==> src/rtl/lcd_seq_bus_driver_pkg.sv <==
// rtl/lcd_seq_bus_driver_pkg.sv - shared types and word field positions for the LCD bus driver
package lcd_seq_pkg;

  localparam int LCD_SEQ_WORD_W   = 10;
  localparam int LCD_SEQ_BYTE_W   = 8;
  localparam int LCD_SEQ_BYTE_MSB = 7;
  localparam int LCD_SEQ_RS_BIT   = 8;
  localparam int LCD_SEQ_DLY_BIT  = 9;

  typedef enum logic [2:0] {
    ST_IDLE,
    ST_SETUP,
    ST_STROBE,
    ST_HOLD,
    ST_DELAY
  } lcd_seq_state_e;

endpackage

==> src/rtl/lcd_seq_bus_driver_if.sv <==
// rtl/lcd_seq_bus_driver_if.sv - word stream handshake plus 8080-style LCD pins
interface lcd_seq_bus_driver_if;
  import lcd_seq_pkg::*;

  logic                      in_valid;
  logic                      in_ready;
  logic [LCD_SEQ_WORD_W-1:0] in_data;
  logic                      lcd_cs_n;
  logic                      lcd_wr_n;
  logic                      lcd_rd_n;
  logic                      lcd_rs;
  logic [LCD_SEQ_BYTE_W-1:0] lcd_d;
  logic                      busy;

  modport master (
    output in_valid, in_data,
    input  in_ready, lcd_cs_n, lcd_wr_n, lcd_rd_n, lcd_rs, lcd_d, busy
  );

  modport slave (
    input  in_valid, in_data,
    output in_ready, lcd_cs_n, lcd_wr_n, lcd_rd_n, lcd_rs, lcd_d, busy
  );

endinterface

==> src/rtl/lcd_seq_bus_driver_delay_timer.sv <==
// rtl/lcd_seq_bus_driver_delay_timer.sv - prescaled tick counter; done marks the last cycle of N*DELAY_UNIT
module lcd_seq_delay_timer #(
  parameter int DELAY_UNIT = 50
) (
  input  logic       clk,
  input  logic       reset_n,
  input  logic       load,
  input  logic [7:0] n,
  output logic       done
);

  localparam logic [15:0] PRESC_TOP = 16'(DELAY_UNIT - 1);

  logic [15:0] presc;
  logic [7:0]  ticks;

  // The final tick wraps the prescaler and empties the tick counter, leaving the timer idle.
  assign done = (ticks == 8'd1) && (presc == PRESC_TOP);

  always_ff @(posedge clk or negedge reset_n) begin
    if (!reset_n) begin
      presc <= 16'd0;
      ticks <= 8'd0;
    end else if (load) begin
      presc <= 16'd0;
      ticks <= n;
    end else if (ticks != 8'd0) begin
      if (presc == PRESC_TOP) begin
        presc <= 16'd0;
        ticks <= ticks - 8'd1;
      end else begin
        presc <= presc + 16'd1;
      end
    end
  end

endmodule

==> src/rtl/lcd_seq_bus_driver.sv <==
// rtl/lcd_seq_bus_driver.sv - pops command/data/delay words and drives 8080 write cycles on the LCD pins
// Optional LCD_SEQ_BACK_TO_BACK_EN: accept the next word in the final HOLD cycle.
module lcd_seq_bus_driver
  import lcd_seq_pkg::*;
#(
  parameter int SETUP_CYCLES = 2,
  parameter int PULSE_CYCLES = 3,
  parameter int HOLD_CYCLES  = 2,
  parameter int DELAY_UNIT   = 50
) (
  input logic                 clk,
  input logic                 reset_n,
  lcd_seq_bus_driver_if.slave bus
);

  localparam logic [3:0] SETUP_LD = 4'(SETUP_CYCLES - 1);
  localparam logic [3:0] PULSE_LD = 4'(PULSE_CYCLES - 1);
  localparam logic [3:0] HOLD_LD  = 4'(HOLD_CYCLES - 1);

  lcd_seq_state_e            state;
  logic [3:0]                phase;
  logic                      armed;
  logic                      cs_n;
  logic                      wr_n;
  logic                      rs;
  logic [LCD_SEQ_BYTE_W-1:0] d;

  logic                      accept;
  logic                      hold_last;
  logic                      is_delay;
  logic [LCD_SEQ_BYTE_W-1:0] n_field;
  logic                      timer_done;

  assign is_delay  = bus.in_data[LCD_SEQ_DLY_BIT];
  assign n_field   = bus.in_data[LCD_SEQ_BYTE_MSB:0];
  assign hold_last = (state == ST_HOLD) && (phase == 4'd0);

`ifdef LCD_SEQ_BACK_TO_BACK_EN
  assign bus.in_ready = armed && ((state == ST_IDLE) || hold_last);
`else
  assign bus.in_ready = armed && (state == ST_IDLE);
`endif

  assign accept   = bus.in_ready && bus.in_valid;
  assign bus.busy = (state != ST_IDLE);

  assign bus.lcd_cs_n = cs_n;
  assign bus.lcd_wr_n = wr_n;
  assign bus.lcd_rd_n = 1'b1;
  assign bus.lcd_rs   = rs;
  assign bus.lcd_d    = d;

  lcd_seq_delay_timer #(
    .DELAY_UNIT (DELAY_UNIT)
  ) u_delay_timer (
    .clk     (clk),
    .reset_n (reset_n),
    .load    (accept && is_delay),
    .n       (n_field),
    .done    (timer_done)
  );

  // Accept is only possible in IDLE or the final HOLD cycle, so it takes priority over phase sequencing.
  always_ff @(posedge clk or negedge reset_n) begin
    if (!reset_n) begin
      state <= ST_IDLE;
      phase <= 4'd0;
      armed <= 1'b0;
      cs_n  <= 1'b1;
      wr_n  <= 1'b1;
      rs    <= 1'b0;
      d     <= '0;
    end else begin
      armed <= 1'b1;
      if (accept) begin
        if (!is_delay) begin
          d     <= n_field;
          rs    <= bus.in_data[LCD_SEQ_RS_BIT];
          cs_n  <= 1'b0;
          phase <= SETUP_LD;
          state <= ST_SETUP;
        end else begin
          cs_n  <= 1'b1;
          state <= (n_field == '0) ? ST_IDLE : ST_DELAY;
        end
      end else begin
        case (state)
          ST_SETUP: begin
            if (phase == 4'd0) begin
              wr_n  <= 1'b0;
              phase <= PULSE_LD;
              state <= ST_STROBE;
            end else begin
              phase <= phase - 4'd1;
            end
          end
          ST_STROBE: begin
            if (phase == 4'd0) begin
              wr_n  <= 1'b1;
              phase <= HOLD_LD;
              state <= ST_HOLD;
            end else begin
              phase <= phase - 4'd1;
            end
          end
          ST_HOLD: begin
            if (phase == 4'd0) begin
              cs_n  <= 1'b1;
              state <= ST_IDLE;
            end else begin
              phase <= phase - 4'd1;
            end
          end
          ST_DELAY: begin
            if (timer_done) begin
              state <= ST_IDLE;
            end
          end
          default: ;
        endcase
      end
    end
  end

endmodule
==> src/flat_wrapper.sv <==
// flat-port wrapper written by rule: the top's interface ports become plain ports
module lcd_seq_bus_driver_flat import lcd_seq_pkg::*;
#(
  parameter int SETUP_CYCLES = 2,
  parameter int PULSE_CYCLES = 3,
  parameter int HOLD_CYCLES  = 2,
  parameter int DELAY_UNIT   = 50
)
  (clk, reset_n, bus_in_valid, bus_in_data, bus_in_ready, bus_lcd_cs_n, bus_lcd_wr_n, bus_lcd_rd_n, bus_lcd_rs, bus_lcd_d, bus_busy);
  lcd_seq_bus_driver_if bus_i ();
  input logic clk;
  input logic reset_n;
  input wire logic [$bits(bus_i.in_valid)-1:0] bus_in_valid;
  input wire logic [$bits(bus_i.in_data)-1:0] bus_in_data;
  output wire logic [$bits(bus_i.in_ready)-1:0] bus_in_ready;
  output wire logic [$bits(bus_i.lcd_cs_n)-1:0] bus_lcd_cs_n;
  output wire logic [$bits(bus_i.lcd_wr_n)-1:0] bus_lcd_wr_n;
  output wire logic [$bits(bus_i.lcd_rd_n)-1:0] bus_lcd_rd_n;
  output wire logic [$bits(bus_i.lcd_rs)-1:0] bus_lcd_rs;
  output wire logic [$bits(bus_i.lcd_d)-1:0] bus_lcd_d;
  output wire logic [$bits(bus_i.busy)-1:0] bus_busy;
  assign bus_i.in_valid = bus_in_valid;
  assign bus_i.in_data = bus_in_data;
  assign bus_in_ready = bus_i.in_ready;
  assign bus_lcd_cs_n = bus_i.lcd_cs_n;
  assign bus_lcd_wr_n = bus_i.lcd_wr_n;
  assign bus_lcd_rd_n = bus_i.lcd_rd_n;
  assign bus_lcd_rs = bus_i.lcd_rs;
  assign bus_lcd_d = bus_i.lcd_d;
  assign bus_busy = bus_i.busy;
  lcd_seq_bus_driver #(.SETUP_CYCLES(SETUP_CYCLES), .PULSE_CYCLES(PULSE_CYCLES), .HOLD_CYCLES(HOLD_CYCLES), .DELAY_UNIT(DELAY_UNIT)) u_core (.clk(clk), .reset_n(reset_n), .bus(bus_i));
endmodule
==> config.mk <==
export PLATFORM = sky130hd
export DESIGN_NAME = lcd_seq_bus_driver_flat
export DESIGN_NICKNAME = d
export VERILOG_FILES = /design/src/rtl/lcd_seq_bus_driver_pkg.sv /design/src/rtl/lcd_seq_bus_driver_if.sv /design/src/rtl/lcd_seq_bus_driver_delay_timer.sv /design/src/rtl/lcd_seq_bus_driver.sv /design/src/flat_wrapper.sv
export SDC_FILE = /design/constraint.sdc
export NUM_CORES = 1
export LEC_CHECK = 0
export ABC_AREA = 1
export BUFFER_PORTS_ARGS = -buffer_cell sky130_fd_sc_hd__buf_2
export CORE_MARGIN = 3
export CORE_UTILIZATION = 50
export CTS_CLUSTER_DIAMETER = 50
export DETAILED_ROUTE_END_ITERATION = 10
export PLACE_DENSITY = 0.72
export SYNTH_ARGS = -nofsm -noshare
export SYNTH_HDL_FRONTEND = slang
export SYNTH_SLANG_ARGS = --single-unit
==> constraint.sdc <==
create_clock -name clk -period 1.71 [get_ports clk]
set_clock_uncertainty 0.2 [all_clocks]
set_input_delay 0.0855 -clock clk [delete_from_list [all_inputs] [get_ports clk]]
set_output_delay 0.0855 -clock clk [all_outputs]
set_load 0.01 [all_outputs]
* Word-level counts from Yosys, hierarchy flattened
Index checks and enable logic that the tools add are counted.
** Operators by class
- Reductions and logical operators :: 22
- Bitwise gates (word level) :: 2
- Eq/ne operators :: 14
- Add/sub/neg operators :: 3
- Multiplexer cells :: 26
** Operator list (count)
- two-way mux 16 bit :: 3
- two-way mux 8 bit :: 3
- two-way mux 3 bit :: 7
- two-way mux 4 bit :: 5
- adder 16 x 1 -> 16 bit (second input constant) :: 1
- equality test 16 x 6 -> 1 bit (second input constant) :: 1
- one-hot mux 3 bit (4 select lines) :: 1
- one-hot mux 4 bit (3 select lines) :: 1
- nonzero test 2 bit :: 5
- != test 3 x 1 -> 1 bit (second input constant) :: 3
- equality test 8 x 1 -> 1 bit (second input constant) :: 1
- zero test 8 bit :: 1
- nonzero test 8 bit :: 1
- subtractor 8 x 1 -> 8 bit (second input constant) :: 1
- equality test 3 x 2 -> 1 bit (second input constant) :: 2
- != test 3 x 2 -> 1 bit (second input constant) :: 2
- AND reduction 2 bit :: 3
- two-way mux 1 bit :: 5
- AND reduction 5 bit :: 1
- nonzero test 5 bit :: 1
- logical AND 1 bit :: 4
- zero test 4 bit :: 1
- != test 2 x 1 -> 1 bit (second input constant) :: 2
- AND reduction 4 bit :: 1
- 10 further kinds :: 11
** Storage, ports and cells
- Register bits :: 43
- Word-level logic and storage cells :: 76
- Input port bits :: 13
- Output and inout port bits :: 14

* Depth between registers and ports, before layout
Gate-level depths: netlist of run 1.
- Depth after elaboration :: 6
- Gate-level depth with buffers :: 11
- Mapped depth without buffers :: 11

* Hierarchy
A second synthesis of run 1 with hierarchy kept.
** Second synthesis, totals
- Cell total of the unflattened synthesis :: 383
- Area total of the unflattened synthesis :: 2825.2 µm²
** By module, submodules not included
- lcd_seq_delay_timer :: area an instance 1800.5 µm², cells an instance 261, instances 1, seq. area each 600.6 µm²
- lcd_seq_bus_driver :: area an instance 1024.7 µm², cells an instance 122, instances 1, seq. area each 478.0 µm²

* Worst setup path after synthesis of run 1
No wires, ideal clock.
- Path kind :: reg2reg
- Start :: reg u_core.u_delay_timer.ticks[0]
- End :: reg u_core.u_delay_timer.presc[12]
- Clock period less this slack :: 1606 ps
- Cell stages (with the launch flop) :: 10
- Data arrival time :: 1332 ps
- Library setup time :: 74 ps
- Buffers on the path :: 1
- Slack :: 104 ps
- Data required time :: 1436 ps
- Path through :: dfrtp_1 -> inv_1 -> ha_1 -> nand4_4 -> clkinv_4 -> nand2_8 -> inv_6 -> buf_8 -> nand2_2 -> o21ai_2
** On the way
- Word-level cells in the longest chain between the ends :: 2
** RTL lines
- start: declaration :: line lcd_seq_bus_driver_delay_timer.sv:15 : logic [7:0] ticks;
- start signal: assignment :: line lcd_seq_bus_driver_delay_timer.sv:26 : ticks <= n;
- start signal: assignment :: line lcd_seq_bus_driver_delay_timer.sv:30 : ticks <= ticks - 8'd1;
- nonzero test 8 bit :: line lcd_seq_bus_driver_delay_timer.sv:27 : end else if (ticks != 8'd0) begin
- nonzero test 2 bit (no source line)
- end signal: assignment :: line lcd_seq_bus_driver_delay_timer.sv:32 : presc <= presc + 16'd1;
- end: declaration :: line lcd_seq_bus_driver_delay_timer.sv:14 : logic [15:0] presc;
No other way between the ends.
A chain may end at the register's enable or synchronous reset.

* Worst setup path in the final report of run 1
- Start :: reg u_core.u_delay_timer.presc[1]
- End :: reg u_core.u_delay_timer.ticks[2]
** On the way
- Word-level cells in the longest chain between the ends :: 3
** RTL lines
- equality test 16 x 6 -> 1 bit :: line lcd_seq_bus_driver_delay_timer.sv:28 : if (presc == PRESC_TOP) begin
- nonzero test 2 bit (no source line)
- AND reduction 2 bit (no source line)
No other way between the ends.

==> impl_metrics.csv, run 1 <==
group,metric,value,unit
timing,slew_violations,0,
final_layout,area_growth,22.1,%
floorplanning,ioPinCount,27,
critical_path,cp.required,1.75,ns
critical_path,critical_path_class,"reg2reg",
timing,finalSetupViolations,0,
routing,vias_per_cell,5.09,
critical_path,start_kind,"flip-flop",
synthesis,syn_inst,380,
global_routing,grt_start_max_net_pins,28,
placement,place_congestion,0.909,
global_routing,use_met2,36.8,%
power,swShare,43.2,%
clock_network,clkLatencyLatePin,0.29,ns
synthesis,synth_top_area_share,37.3,%
synthesis,synthArstFlopShare,100,%
power,pwr-share-clk,14.0,%
critical_path,r2r_slack,0.04,ns
floorplanning,die_area,6430,um^2
floorplanning,core.rowCount,26,
critical_path,cp_max_fo,8,
routing,ant_nets,0,
clock_network,ctsLongestPathBuffers,2,
synthesis,synth-seq-cells,43,
global_routing,grt_use_met1,27.5,%
job,cap_viol_max_count,0,
timing,max_freq,0.599,GHz
clock_network,cts_tree,"yes",
clock_network,h-tree-depth,2,
clock_network,cts-root-buf,"clkbuf_8",
clock_network,cts_buffers,5,
power,p_seq_share,36.9,%
global_routing,grt_usage,21.3,%
global_routing,antenna_found_initial,0,
floorplanning,dieWidth,80.2,um
timing,rsz0062_at_grt,"true",
power,peakVddDrop,0.849,mV
synthesis,synth_area_leader_cell,"dfrtp_1",
global_routing,grt_util_met3,3.48,%
placement,hpwlAfterDp,4740,um
synthesis,synth_commonest_cells,"134 x nand2_1, 41 x dfrtp_1, 40 x inv_1, 33 x nor2_1, 30 x nand3_1",
timing,finalHoldViolations,0,
placement,io_buffer_count,25,
final_layout,final_nets,461,
timing,min_period,1.67,ns
power,leakage,1.74,nW
routing,routedWlPerCell,12.5,um
synthesis,synth_area,2750,um^2
routing,routed_wl,6440,um
synthesis,synth.area.top_cells,"dfrtp_1 37%, nand2_1 18%, inv_1 5.5%",
synthesis,avgSynthCellArea,7.25,um^2
power,p_switching,1.98,mW
clock_network,path_clk_slew,0.09,ns
timing,whs,0.0575,ns
synthesis,synthFlopType,"dfrtp_1",
floorplanning,floorplan.initialDensity,52.9,%
power,p_per_area,1360,nW/um^2
power,pwr-share-comb,49.1,%
hold_path,hp-class,"in2async",
critical_path,r2r_cells,8,
global_routing,grt_pass1_wl,11000,um
routing,drc_errors,0,
critical_path,cp_data_arrival_time,1.70,ns
timing,post-route-period-util,97.6,%
routing,route.vias.total,2613,
timing,setup_tns,0,ns
routing,drt-initial-drc-count,148,
outcome,status,"complete, no violations",
final_layout,diodes,0,
synthesis,synth_edf_count,0,
global_routing,top_usage_layer,"met2",
synthesis,yosys.cell_types.count,35,
routing,drtPass1Iterations,4,
synthesis,synth_seq_area_share,39.2,%
floorplanning,fp.coreArea,5200,um^2
synthesis,synthMostInstantiatedCell,"nand2_1",
power,internal_power,2.60,mW
synthesis,ys_warn_count,0,
global_routing,globalRouteOverflowTotal,0,
clock_network,numClockSinks,43,
final_layout,layout-drive-gt1-share,22.6,%
floorplanning,die_h,80.2,um
critical_path,worst_setup_path_end_kind,"flip-flop",
global_routing,grt_pass1_vias,2524,
critical path: stages (launching register included):
cell     delay (ns)
dfrtp_1        0.44
inv_1          0.08
ha_2           0.18
nand3_2        0.10
nor2_4         0.11
nand2_4        0.08
o21ai_4        0.26
nand2_1        0.09
nand2_1        0.06
cells by family after synthesis:
| kind of cell | count (synthesis) | share of synthesized area, % |
|---|---|---|
| buffers and inverters | 51 | 8.68 |
| and+or+nand+nor | 233 | 38.5 |
| AOI/OAI and AO/OA | 39 | 8.59 |
| other | 1 | 0.136 |
| adders and majority gates | 6 | 2.73 |
| DFF | 43 | 39.2 |
| xor gates and xnor gates | 7 | 2.23 |
flip-flops by register name, summed over array words and instances (netlist names):
register                    cells
u_core.bus.lcd_rs               1
u_core.u_delay_timer.presc     16
u_core.bus.lcd_d                8
u_core.bus.lcd_wr_n             1
u_core.armed                    1
u_core.bus.lcd_cs_n             1
u_core.phase                    4
u_core.state                    3
u_core.u_delay_timer.ticks      8
power by group through the flow:
stage | clock, mW | combinational [mW] | sequential [mW]
2_1_floorplan | 0 | 1.46 | 1.71
3_3_place_gp | 0 | 2.11 | 1.68
3_5_place_dp | 0 | 2.16 | 1.68
4_1_cts | 0.653 | 2.18 | 1.67
5_1_grt | 0.691 | 2.57 | 1.74
6_report | 0.641 | 2.25 | 1.69
through the flow:
step	area, um^2	worst slack, ns	power [mW]	util, %	std cells
3_3_place_gp	3090	0.0514	3.79	59.4	492
5_1_grt	3360	-0.0732	4.99	64.6	513
6_report	3360	0.0405	4.58	64.6	513
3_5_place_dp	3090	-0.0159	3.84	59.4	492
2_1_floorplan	2760	0.104	3.17	-	381
4_1_cts	3290	0.0206	4.50	63.2	511
layer usage:
layer  wire length, um  up-vias
met5                 0        -
met4                75        0
met3               274        8
met2              3140       62
met1              2940     1213
li1                  -     1330
worst paths after layout:
check / startpoint / endpoint
max: u_core.u_delay_timer.presc[1] / u_core.u_delay_timer.ticks[2]
min: reset_n / u_core.u_delay_timer.presc[3]
max reg2reg: u_core.u_delay_timer.presc[1] / u_core.u_delay_timer.ticks[2]
min reg2reg: u_core.bus.lcd_wr_n / u_core.bus.lcd_wr_n
max in group asynchronous: reset_n / u_core.bus.lcd_wr_n
min in group clk: bus_in_valid / u_core.bus.lcd_cs_n
repair_timing:
| item | CTS | global route |
|---|---|---|
| endpoints found under the setup margin | 8 | 27 |
| hold buffers | 11 | 0 |
| gates resized for setup | 1 | 18 |
| endpoints found under the hold margin | 58 | 0 |
| pin swaps | 0 | 9 |
| setup buffers | 0 | 2 |
placed cells by master, fill, tap and decap left out, types with 5 or more instances in the layout:
cell type and count:
nand2_1 133, dfrtp_1 40, inv_1 38, nor2_1 29, nand3_1 28, buf_2 25
buf_4 23, o21ai_0 22, nand4_1 12, dlygate4sd3_1 11, nand2_2 7, o21ai_2 6
nor2_4 5, xnor2_1 5, clkbuf_8 5
cell type report:
| cell class | instances | area (um^2) |
|---|---|---|
| multi-input cells | 287 | 1500 |
| clock inverters | 2 | 13.8 |
| well taps | 70 | 87.6 |
| repair buffers | 60 | 428 |
| fillers | 454 | 1840 |
| flip-flops and latches | 43 | 1080 |
| clock buffers | 6 | 72.6 |
| inverters | 45 | 184 |
No activity file was read; power rests on OpenSTA's default activity.
==> run 2, diff against run 1 <==
==> constraint.sdc (replaced) <==
create_clock -name clk -period 1.4 [get_ports clk]
set_clock_uncertainty 0.2 [all_clocks]
set_input_delay 0.07 -clock clk [delete_from_list [all_inputs] [get_ports clk]]
set_output_delay 0.07 -clock clk [all_outputs]
set_load 0.005 [all_outputs]
==> impl_metrics.csv, run 2 (synthesis gave the netlist of run 1 again) <==
group,metric,value,unit
placement,placed_cells,543,
final_layout,area_growth,53.7,%
final_layout,diodes,0,
routing,drtPass1Iterations,5,
placement,placed_area,3510,um^2
final_layout,fillers,293,
routing,drt-initial-drc-count,302,
critical_path,worst_setup_path_end_kind,"flip-flop",
global_routing,grt_usage,28.7,%
routing,met1_length,3630,um
floorplanning,core.rowCount,26,
job,cap_viol_max_count,0,
final_layout,final_common_cell,"nand2_1",
timing,finalSetupViolations,44,
floorplanning,die_h,80.2,um
clock_network,cts-root-buf,"clkbuf_8",
routing,highest_layer,"met4",
global_routing,antenna_found_initial,0,
final_layout,layoutNonFillerInstCount,584,
floorplanning,die_area,6430,um^2
critical_path,r2r_cells,8,
clock_network,clkLatencyLatePin,0.30,ns
critical_path,cp_data_arrival_time,1.71,ns
timing,setup_tns,-10.99,ns
timing,finalHoldViolations,0,
critical_path,cp.required,1.38,ns
power,leakage,2.15,nW
global_routing,grt_pass1_wl,14400,um
final_layout,largest_register_ffs,16,
critical_path,critPathMaxStageDelay,0.43,ns
power,peakVddDrop,1.18,mV
critical_path,cpMaxStageDelayCell,"dfrtp_1",
critical_path,worstReg2RegStart,"u_core.state[0]",
outcome,violations,"setup timing",
clock_network,numClockSinks,43,
timing,slew_violations,0,
critical_path,start_kind,"flip-flop",
clock_network,path_clk_slew,0.09,ns
critical_path,critical_path_class,"reg2reg",
power,p_per_area,1740,nW/um^2
outcome,status,"complete, but fails checks",
clock_network,h-tree-depth,2,
routing,drc_errors,0,
floorplanning,dieWidth,80.2,um
placement,place_congestion,0.918,
placement,hpwlAfterDp,4960,um
clock_network,ctsLongestPathBuffers,2,
critical_path,path_cells,"nor2_4 -> nand4_4 -> nor2_4 -> inv_6 -> nand2_8 -> nand2_4 -> nand2_1 -> nand2_1",
floorplanning,ioPinCount,27,
timing,post-route-period-util,124,%
global_routing,grt_pass1_vias,3135,
clock_network,cts_buffers,5,
routing,route.vias.total,3248,
routing,routed_wl,9410,um
timing,min_period,1.73,ns
floorplanning,floorplan.initialDensity,52.9,%
clock_network,cts_tree,"yes",
floorplanning,fp.coreArea,5200,um^2
final_layout,top_register,"u_core.u_delay_timer.presc",
power,total_power,7.38,mW
final_layout,utilization,81.3,%
routing,dr_wl_met2,4710,um
placement,io_buffer_count,25,
final_layout,final_area,4230,um^2
final_layout,layout-drive-gt1-share,43.8,%
final_layout,mostFrequentLayoutCells,"119 x nand2_1, 75 x buf_4, 40 x dfrtp_1",
global_routing,globalRouteOverflowTotal,0,
timing,rsz0062_at_grt,"true",
critical_path,r2r-end,"u_core.u_delay_timer.ticks[4]",
timing,whs,0.0711,ns
routing,routedWlPerCell,16.1,um
final_layout,final_nets,532,
critical_path,cp_max_fo,8,
placement,pre_cts_slack,-0.263,ns
critical_path,worst_path_dominant_cell_family,"simple AND/OR/NAND/NOR gates",
timing,max_freq,0.578,GHz
global_routing,grt_start_max_net_pins,44,
routing,met3_length,643,um
critical_path,r2r_slack,-0.33,ns
timing,final.setup.worst_slack,-0.330,ns
hold_path,hp-class,"in2async",
critical_path,path_buf_inv,1,
routing,ant_nets,0,
routing,vias_per_cell,5.56,
-- run 2: cell types whose count changed in the layout (fill, tap and decap cells not counted), moves of 9 or more --
cell     previous run  this run
o21ai_0            22         5
buf_4              23        75
nand2_1           133       119
nand2_2             7        19
buf_6               0        16
inv_1              38        29
o21ai_1             3        13
-- run 2: area by class of cell --
type	instances	area [um^2]	area share, %
flip-flops and latches	43	1080	25.5
repair inverters	1	6.26	0.148
inverters	45	206	4.88
clock inverters	3	43.8	1.03
clock buffers	5	68.8	1.63
repair buffers	127	988	23.4
multi-input cells	290	1750	41.4
well taps	70	87.6	2.07
-- run 2: worst min-delay path, stage by stage --
cell           delay (ns)
dlygate4sd3_1        0.52
buf_2                0.12
buf_12               0.25
-- run 2: worst max path at each step --
stage | slack, ns | cells past startpoint | to | startpoint
floorplan | -0.20 | 9 | u_core.u_delay_timer.presc[13] | u_core.state[1]
global placement | -0.18 | 9 | u_core.u_delay_timer.ticks[2] | u_core.u_delay_timer.presc[1]
detailed placement | -0.26 | 9 | u_core.u_delay_timer.ticks[4] | u_core.u_delay_timer.presc[1]
CTS | -0.21 | 7 | u_core.u_delay_timer.ticks[4] | u_core.u_delay_timer.presc[10]
global route | -0.37 | 8 | u_core.u_delay_timer.ticks[1] | u_core.state[0]
finish | -0.33 | 8 | u_core.u_delay_timer.ticks[4] | u_core.state[0]
-- run 2: metal layers --
metal	GRT usage, %	up-vias
li1	-	1481
met1	35.0	1525
met2	48.7	189
met3	5.16	53
met4	13.5	0
met5	0	-
-- run 2: power breakdown --
part           total [mW]  internal [mW]  switching (mW)  leakage (nW)
registers            2.03           1.67           0.357         0.550
clock network       0.985          0.532           0.454        0.0581
logic                4.37           2.09            2.28          1.54
total                7.38           4.29            3.09          2.15
-- run 2: timing repair --
action                                 in CTS  in global routing
setup endpoints to repair                  43                 44
gates cloned                                4                  0
pin swaps                                  34                  9
hold buffers                               10                  0
setup buffers                              15                  7
endpoints found under the hold margin      61                  0
gates resized for setup                    88                 23
==> run 3, diff against run 2 <==
- CELL_PAD_IN_SITES_DETAIL_PLACEMENT: unset -> 0
- CELL_PAD_IN_SITES_GLOBAL_PLACEMENT: unset -> 2
- CORE_UTILIZATION: 50 -> 31
- PLACE_DENSITY: 0.72 -> unset
- PLACE_DENSITY_LB_ADDON: unset -> 0.1
==> impl_metrics.csv, run 3 (synthesis gave the netlist of run 1 again) <==
group,metric,value,unit
final_layout,area_growth,52.2,%
placement,hpwlAfterDp,5980,um
outcome,status,"complete, but fails checks",
timing,finalSetupViolations,41,
timing,post-route-period-util,113,%
floorplanning,dieWidth,100,um
routing,drtPass1Iterations,4,
final_layout,layout-drive-gt1-share,42.3,%
timing,slew_violations,0,
placement,placed_cells,583,
timing,rsz0062_at_grt,"true",
critical_path,critical_path_class,"reg2reg",
job,cap_viol_max_count,0,
final_layout,diodes,0,
floorplanning,ioPinCount,27,
clock_network,h-tree-depth,2,
critical_path,cp_max_fo,3,
clock_network,path_clk_slew,0.09,ns
final_layout,mostFrequentLayoutCells,"120 x nand2_1, 77 x buf_4, 38 x dfrtp_1",
floorplanning,floorplan.initialDensity,32.7,%
clock_network,ctsLongestPathBuffers,2,
timing,setup_tns,-4.92,ns
critical_path,worst_setup_path_end_kind,"flip-flop",
timing,whs,0.0384,ns
power,total_power,6.79,mW
global_routing,grt_usage,17.0,%
placement,placed_area,3590,um^2
final_layout,final_nets,524,
clock_network,cts-root-buf,"clkbuf_8",
timing,max_freq,0.635,GHz
floorplanning,die_h,100,um
global_routing,antenna_found_initial,0,
global_routing,grt_start_max_net_pins,26,
final_layout,final_area,4190,um^2
floorplanning,core.rowCount,33,
final_layout,layoutNonFillerInstCount,611,
routing,drt-initial-drc-count,74,
critical_path,worstReg2RegStart,"u_core.u_delay_timer.presc[1]",
placement,place_congestion,0.805,
routing,drc_errors,0,
final_layout,utilization,49.8,%
floorplanning,die_area,10100,um^2
floorplanning,fp.coreArea,8420,um^2
routing,ant_nets,0,
hold_path,worstHoldStart,"bus_in_data[9]",
outcome,violations,"setup timing",
routing,route.vias.total,2811,
clock_network,cts_tree,"yes",
global_routing,globalRouteOverflowTotal,0,
clock_network,cts_buffers,5,
clock_network,clkLatencyLatePin,0.30,ns
power,peakVddDrop,0.704,mV
routing,routed_wl,7820,um
timing,min_period,1.58,ns
global_routing,grt_pass1_vias,2807,
timing,final.setup.worst_slack,-0.175,ns
placement,io_buffer_count,25,
power,leakage,2.11,nW
final_layout,top_register,"u_core.u_delay_timer.presc",
critical_path,cp.required,1.43,ns
final_layout,final_common_cell,"nand2_1",
placement,pre_cts_slack,-0.273,ns
routing,vias_per_cell,4.60,
routing,routedWlPerCell,12.8,um
clock_network,numClockSinks,43,
global_routing,grt_pass1_wl,13600,um
critical_path,cp_data_arrival_time,1.61,ns
critical_path,start_kind,"flip-flop",
critical_path,crit_start,"u_core.u_delay_timer.presc[1]",
power,p_per_area,1620,nW/um^2
final_layout,largest_register_ffs,16,
timing,finalHoldViolations,0,
hold_path,hp-class,"in2reg",
run 3: worst max-delay path: stages, from the launching register on:
cell and delay (ns):
dfrtp_1 0.40, buf_6 0.13, ha_2 0.17, inv_2 0.07, nor2_4 0.04, buf_4 0.14, xnor2_2 0.12, inv_1 0.06
nand3_1 0.07, o21ai_2 0.11
run 3: final timing paths:
check | depth (start not counted) | to | slack (ns)
setup / recovery | 9 | u_core.u_delay_timer.presc[4] | -0.18
hold / removal | 5 | u_core.bus.lcd_d[6] | 0.04
setup reg to reg | 9 | u_core.u_delay_timer.presc[4] | -0.18
hold reg to reg | 2 | u_core.bus.lcd_wr_n | 0.27
max in group asynchronous | 3 | u_core.bus.lcd_wr_n | 0.58
min in group asynchronous | 3 | u_core.u_delay_timer.presc[9] | 0.08
run 3: layout make-up:
cell class	count	area, um^2
Tap cell	105	131
Sequential cell	43	1080
Inverter	45	194
Multi-Input combinational cell	288	1780
Clock buffer	6	72.6
Fill cell	874	4230
Timing Repair Buffer	122	925
Clock inverter	2	12.5
run 3: timing repair:
action,4_1_cts,5_1_grt
hold endpoints to repair,61,0
setup endpoints to repair,44,44
cloned,1,0
resized for setup,50,51
hold buffers,10,0
pin swaps,19,20
setup buffers,3,8
run 3: metal layers:
metal	vias to the layer above	GRT usage, %	share of wire, %
met2	30	28.7	49
met5	-	0	0
li1	1466	-	-
met3	11	2.92	2.2
met4	0	4.87	1.7
met1	1304	22.4	47
run 3: where the power goes:
group          internal (mW)  total (mW)  switching (mW)
Sequential              1.67        1.99           0.321
Clock                  0.350       0.800           0.450
Combinational           1.97        3.99            2.03
Total                   3.99        6.79            2.80
